`config.mk`:
```
export PLATFORM = sky130hd
export DESIGN_NAME = inst_fetch
export DESIGN_NICKNAME = d
export VERILOG_FILES = /design/src/rtl/inst_fetch.sv
export SDC_FILE = /design/constraint.sdc
export NUM_CORES = 1
export LEC_CHECK = 0
export BUFFER_PORTS_ARGS = -buffer_cell sky130_fd_sc_hd__clkbuf_2
export CORE_UTILIZATION = 45
export DETAILED_ROUTE_END_ITERATION = 8
export GPL_ROUTABILITY_DRIVEN = 0
export HOLD_SLACK_MARGIN = 0.08
export PLACE_DENSITY = 0.65
export SETUP_SLACK_MARGIN = 0.1
export SYNTH_ARGS = -nofsm -noshare
export SYNTH_HDL_FRONTEND = slang
export SYNTH_SLANG_ARGS = --single-unit
```
`constraint.sdc`:
```
create_clock -name clk -period 3.7 [get_ports clk]
set_input_delay 0.74 -clock clk [delete_from_list [all_inputs] [get_ports clk]]
set_output_delay 0.74 -clock clk [all_outputs]
set_load 0.02 [all_outputs]
```
`src/rtl/inst_fetch.sv`:
```
// Instruction fetch front end: owns the fetch PC, captures memory words into a
// prefetch FIFO and presents {pc, instr} to decode. Optional macro: MISALIGN_TRAP_EN.
module inst_fetch #(
  parameter logic [31:0] RESET_PC = 32'h0040_0000,
  parameter int unsigned DEPTH    = 4
) (
  input  logic        clk,
  input  logic        rst_n,
  output logic [29:0] read_addr,
  input  logic [31:0] memout,
  input  logic        redirect,
  input  logic [31:0] redirect_pc,
  output logic        out_valid,
  input  logic        out_ready,
  output logic [31:0] out_pc,
  output logic [31:0] out_instr,
  output logic        fault
);

  localparam int unsigned AW      = (DEPTH > 1) ? $clog2(DEPTH) : 1;
  localparam logic [AW:0] DEPTH_C = (AW + 1)'(DEPTH);

  logic [31:0]   fetch_pc_q, fetch_pc_d;
  logic [AW-1:0] rd_ptr_q, rd_ptr_d;
  logic [AW-1:0] wr_ptr_q, wr_ptr_d;
  logic [AW:0]   count_q, count_d;
  logic [31:0]   fifo_pc_q    [DEPTH];
  logic [31:0]   fifo_pc_d    [DEPTH];
  logic [31:0]   fifo_instr_q [DEPTH];
  logic [31:0]   fifo_instr_d [DEPTH];

  logic pop;
  logic push;
  logic redirect_eff;
  logic fetch_en;

`ifdef MISALIGN_TRAP_EN
  logic fault_q, fault_d;

  // Once trapped, the front end goes silent until reset.
  assign redirect_eff = redirect & ~fault_q;
  assign fetch_en     = ~fault_q;
  assign fault        = fault_q;
`else
  assign redirect_eff = redirect;
  assign fetch_en     = 1'b1;
  assign fault        = 1'b0;
`endif

  assign read_addr = fetch_pc_q[31:2];
  assign out_valid = (count_q != '0) & fetch_en;
  assign out_pc    = out_valid ? fifo_pc_q[rd_ptr_q]    : 32'h0;
  assign out_instr = out_valid ? fifo_instr_q[rd_ptr_q] : 32'h0;

  assign pop  = out_valid & out_ready;
  assign push = ~redirect_eff & fetch_en & ((count_q < DEPTH_C) | pop);

  always_comb begin
    fetch_pc_d   = fetch_pc_q;
    rd_ptr_d     = rd_ptr_q;
    wr_ptr_d     = wr_ptr_q;
    count_d      = count_q;
    fifo_pc_d    = fifo_pc_q;
    fifo_instr_d = fifo_instr_q;
`ifdef MISALIGN_TRAP_EN
    fault_d      = fault_q;
`endif

    if (redirect_eff) begin
      // A same-cycle pop has already been seen by decode; the flush drops the rest.
      rd_ptr_d   = '0;
      wr_ptr_d   = '0;
      count_d    = '0;
      fetch_pc_d = redirect_pc & ~32'h3;
`ifdef MISALIGN_TRAP_EN
      fault_d    = fault_q | (redirect_pc[1:0] != 2'b00);
`endif
    end else begin
      if (push) begin
        fifo_pc_d[wr_ptr_q]    = fetch_pc_q;
        fifo_instr_d[wr_ptr_q] = memout;
        wr_ptr_d               = wr_ptr_q + AW'(1);
        fetch_pc_d             = fetch_pc_q + 32'd4;
      end
      if (pop) begin
        rd_ptr_d = rd_ptr_q + AW'(1);
      end
      if (push && !pop) begin
        count_d = count_q + (AW + 1)'(1);
      end else if (pop && !push) begin
        count_d = count_q - (AW + 1)'(1);
      end
    end
  end

  always_ff @(posedge clk) begin
    if (!rst_n) begin
      fetch_pc_q <= RESET_PC;
      rd_ptr_q   <= '0;
      wr_ptr_q   <= '0;
      count_q    <= '0;
`ifdef MISALIGN_TRAP_EN
      fault_q    <= 1'b0;
`endif
    end else begin
      fetch_pc_q <= fetch_pc_d;
      rd_ptr_q   <= rd_ptr_d;
      wr_ptr_q   <= wr_ptr_d;
      count_q    <= count_d;
`ifdef MISALIGN_TRAP_EN
      fault_q    <= fault_d;
`endif
    end
  end

  // Entry storage needs no reset: count gates visibility.
  always_ff @(posedge clk) begin
    fifo_pc_q    <= fifo_pc_d;
    fifo_instr_q <= fifo_instr_d;
  end

endmodule
```
# Yosys cells after proc, flatten, opt, wreduce, memory -nomap -nowiden
# Index checks and enable logic that the tools add are counted.
totals:
  out_inout_bits: 96
  wordCells: 55
  input_bits: 68
  regBits: 295
op_classes:
  add_sub_neg: 5
  n_reduce_logical: 10
  magnitude_cmp: 4
  bitwise: 7
  muxes: 16
ops:
  columns: ["op", "n"]
  rows:
  - ["2-to-1 mux 32 bit", 9]
  - ["bitwise mux 128 bit", 2]
  - ["binary-select mux 32 bit (select 2 bit)", 2]
  - ["demux 32 bit (select 2 bit)", 1]
  - ["adder 32 x 3 -> 32 bit (second input constant)", 1]
  - [">= comparator 3 bit (second input constant)", 2]
  - ["2-to-1 mux 3 bit", 2]
  - ["NOT 2 -> 3 bit", 2]
  - ["adder 2 x 1 -> 2 bit (second input constant)", 2]
  - ["nonzero test 2 bit", 2]
  - ["adder 3 x 1 -> 3 bit (second input constant)", 1]
  - ["logical AND 1 bit", 3]
  - ["less-than comparator 3 x 1 -> 1 bit (second input constant)", 1]
  - ["less-than comparator 3 bit (second input constant)", 1]
  - ["nonzero test 3 bit", 1]
  - ["subtractor 3 x 1 -> 3 bit (second input constant)", 1]
  - ["bitwise AND 1 bit", 2]
  - ["zero test 1 bit", 2]
  - ["NOT 1 bit", 2]
  - ["AND reduction 2 bit", 1]
  - ["OR reduction 2 bit", 1]
  - ["OR 1 bit", 1]

# Depth between registers and ports, before layout
depth:
  depth_word: 8
  depth_mapped: 9
  mapped_depth_nobuf: 8

# Least setup slack after synthesis
# OpenSTA, ideal clock, no wires.
synth_path:
  kind: "input to register"
  start: "in redirect"
  end: "reg fifo_instr_q[0] (netlist name) (enable)"
  setup_slack_ns: 0.456
  n_path_buf: 2
  setup_time_ns: 0.427
  arrival_time_ns: 2.817
  required_ns: 3.273
  path_stages: 4
  path_cell_list: "clkbuf_1 -> inv_2 -> clkbuf_1 -> and3_1"
synth_via:
  elab_chain_cells: 3
synth_lines:
  columns: ["element", "line_no", "rtl"]
  rows:
  - ["start, declared", "11", "input logic redirect,"]
  - ["NOT 1 bit (no source line) (*)", null, null]
  - ["bitwise AND 1 bit", "56", "assign push = ~redirect_eff & fetch_en & ((count_q < DEPTH_C) | pop);"]
  - ["AND reduction 2 bit (no source line) (*)", null, null]
  - ["end signal, assigned", "119", "fifo_instr_q <= fifo_instr_d;"]
  - ["end, declared", "29", "logic [31:0] fifo_instr_q [DEPTH];"]
# Mark *: on every way between the ends. The rest lies on a longest branch, timed or not.
# A chain may end at the register's enable or synchronous reset.

# Worst setup path in the final report
layout_path:
  start: "reg rd_ptr_q[0]"
  end: "out out_pc[21]"
layout_via:
  elab_chain_cells: 5
layout_lines:
  columns: ["element", "line_no", "rtl"]
  rows:
  - ["start, declared", "24", "logic [AW-1:0] rd_ptr_q, rd_ptr_d;"]
  - ["start signal, assigned", "107", "rd_ptr_q <= rd_ptr_d;"]
  - ["NOT 2 -> 3 bit (implied by the code)", "52", "assign out_pc = out_valid ? fifo_pc_q[rd_ptr_q] : 32'h0;"]
  - ["binary-select mux 32 bit (select 2 bit)", "52", null]
  - ["2-to-1 mux 32 bit (implied by the code) (2 in series)", "52", null]
  - ["2-to-1 mux 32 bit", "52", null]
  - ["end, declared", "15", "output logic [31:0] out_pc,"]
# No other way between the ends. The select of a mux whose other input is x is not followed.

==> flow_summary.ini <==
[critical_path]
r2r_cells = 8
critical_path.max_fanout = 25
slowest_delay_ns = 0.69
r2r-start = count_q[2]$_SDFFE_PP0P_
slowest_stage = dfxtp_4
critPathLaunchType = flip-flop
worstSetupPathType = flip-flop to output port
cp.required_ns = 2.96
cp_cell_sequence = buf_4 > mux4_2 > and2_1 > clkbuf_2
worstPathArrival_ns = 2.46
r2r-end = count_q[2]$_SDFFE_PP0P_
r2r_setup_slack_ns = 0.99
endpoint_kind = output port

[placed_design]
dpl.hpwl_um = 14530
io_buffer_count = 158

[floorplan]
dieWidth_um = 161.2
die_area_sq_mm = 0.02599
die_y_um = 161.2
io_pins = 164
core_sq_mm = 0.02460
core.rowCount = 57
start_util = 0.4636

[synthesis]
syn_avg_cell_area_sq_um = 17.71
synth-main-ff-cell = edfxtp_1
ys_ff_latch = 285
yosys_warnings = 0
ys_seq_area_frac = 0.7178
ys_async_sr_fraction = 0
synth.distinct_cells = 44
synth_area_sq_mm = 0.01141
synth_edf_count = 248
synthCells = 644

[global_route]
grt_usage = 0.1835
grt_pass1_wl_um = 36650
grt_start_max_net_pins = 61
grt_overflow = 0
grt_pass1_vias = 6615
antenna_found_initial = 0

[sta]
min_period_ns = 3.202
worst_pin_slew_ns = 0.9556
max_slew_margin = 0.3629
timing.final.crit_share = 0.8654
rsz0062_at_grt = false
hold_violations = 0
setup_tns_ns = 0
final_max_slew_viol_count = 0
max_freq_mhz = 312.3
fin_skew_ns = 0.01229
setup_viol = 0

[worst_hold_path]
hold_depth = 1
hold_path.class = input port to flip-flop
hp-start = memout[30]
holdPathEnd = fifo_instr_q[62]$_DFFE_PP_

[clock_tree]
cts_tree = built
cts_made_buffers = 30
post_cts_buffers = 0
clk_latency_ns = 0.54
clock-root-buffer = clkbuf_16
clkSinkCount = 285
cts_hold_buf = 0
clockBufferDepth = 3
clkTransAtPathRegs_ns = 0.06
h-tree-depth = 1
cts_resized = 0

[power]
power_leakage_uw = 0.004710
vdd_ir_drop_max_mv = 0.2846
totalPowerFinal_uw = 7153
power_density_mw_per_mm2 = 530.5

[cells_and_area]
antennaDiodeCount = 0
syn_to_final_growth_pct = 18.21
nets = 886
nFillCells = 2006
drive_gt1_frac = 0.3377

[route]
firstDrtPassIters = 4
dr.first_iter.drc_count = 309
wire_per_inst_um = 20.11
wl_um = 23250
drc = 0
via_per_inst = 5.472
num_vias = 6326
detail-route-antenna-nets = 0

[outcome]
status = completed

[job]
cap_violations = 0
## flip-flops by register name (all words and copies together) (netlist names)
signal,count
count_q,3
fetch_pc_q,30
fifo_instr_q,128
fifo_pc_q,120
rd_ptr_q,2
wr_ptr_q,2
## cells in the mapped netlist (3+ instances only)
| master | instances | area (sq um) |
|---|---|---|
| a211oi_1 | 5 | 37.54 |
| and3_1 | 8 | 50.05 |
| a21oi_1 | 23 | 115.1 |
| nand2_1 | 19 | 71.32 |
| o21ai_0 | 23 | 115.1 |
| buf_2 | 6 | 30.03 |
| nor2_1 | 20 | 75.07 |
| mux2i_1 | 3 | 30.03 |
| inv_1 | 6 | 22.52 |
| clkbuf_1 | 24 | 90.09 |
| nand3_1 | 12 | 60.06 |
| nor3_1 | 5 | 25.02 |
| and2_1 | 64 | 400.4 |
| dfxtp_1 | 37 | 740.7 |
| mux4_2 | 62 | 1396 |
| or3_1 | 3 | 18.77 |
| xnor2_1 | 13 | 113.9 |
| xor2_1 | 19 | 166.4 |
| buf_4 | 3 | 22.52 |
| nand4_1 | 9 | 56.30 |
| ha_1 | 6 | 75.07 |
| edfxtp_1 | 248 | 7447 |
## cell type report
type / count / area (sq um) / area share
multi-input combinational: 317 / 3049 / 0.2261
timing repair buffer: 169 / 923.4 / 0.06848
clock buffer: 46 / 842.1 / 0.06245
inverter: 8 / 30.03 / 0.002227
tap: 324 / 405.4 / 0.03006
sequential: 285 / 8195 / 0.6078
clock inverter: 7 / 38.79 / 0.002876
## power by group
group          switching (uW)  internal, uW
logic                     447           289
clock network            1130          1550
registers                94.5          3640
## worst max path at each step
| stage | startpoint | cells past startpoint | to |
|---|---|---|---|
| 2_1_floorplan | redirect | 4 | fifo_instr_q[0]$_DFFE_PP_ |
| 3_3_place_gp | rd_ptr_q[0]$_SDFFE_PP0P_ | 4 | out_pc[21] |
| 3_5_place_dp | out_ready | 9 | count_q[2]$_SDFFE_PP0P_ |
| 4_1_cts | rd_ptr_q[0]$_SDFFE_PP0P_ | 4 | out_pc[21] |
| 5_1_grt | rd_ptr_q[0]$_SDFFE_PP0P_ | 4 | out_pc[21] |
| 6_report | rd_ptr_q[0]$_SDFFE_PP0P_ | 4 | out_pc[21] |
## worst max-delay path: cells and delay by family (launching register included)
kind | cells | cell delay, ns
flip-flops | 1 | 0.69
buffers and inverters | 2 | 0.52
multiplexers | 1 | 0.52
AND/OR/NAND/NOR | 1 | 0.18
## layout by cell type, fill, tap and decap left out, drive strengths merged, types with 6 or more instances in the layout
master,count
nor2,20
nor3,7
and2,64
o21ai,24
edfxtp,248
xor2,19
nand2,19
nand3,12
clkinv,6
clkbuf,204
buf,11
ha,6
nand4,9
and3,8
mux4,62
dfxtp,37
inv,8
xnor2,13
a21oi,23
## routing by layer
metal	wire length (um)	up-vias	part of all wire	GRT usage
met3	1223	28	0.053	0.03287
met5	0	-	0	0
li1	-	2848	-	-
met2	11190	200	0.48	0.3039
met4	369	0	0.016	0.03902
met1	10460	3250	0.45	0.2553
## stage by stage
step / hold slack [ns] / instance area, sq um / utilization / std cells / worst slack [ns]
after floorplan: 0.4647 / 11410 / - / 646 / 0.4561
after global placement: 0.4773 / 12600 / 0.5122 / 1103 / 0.9571
after detailed placement: 0.5015 / 12600 / 0.5122 / 1103 / 0.9516
after CTS: 0.3933 / 13480 / 0.5480 / 1156 / 0.3987
after global routing: 0.4028 / 13480 / 0.5480 / 1156 / 0.3049
final: 0.4130 / 13480 / 0.5480 / 1156 / 0.4980
## cells by family (layout without fill, tap and decap cells)
family / count (synthesis) / count (layout) / synth area share
muxes: 65 / 65 / 0.1250
xor gates and xnor gates: 32 / 32 / 0.02457
DFF: 285 / 285 / 0.7178
adders and majority gates: 7 / 7 / 0.008336
buffers and inverters: 44 / 230 / 0.01744
AOI/OAI and AO/OA: 54 / 54 / 0.02545
other: 1 / 3 / 0.0003287
and+or+nand+nor: 156 / 156 / 0.08106
Note: power is estimated with default switching activity, not from simulation.
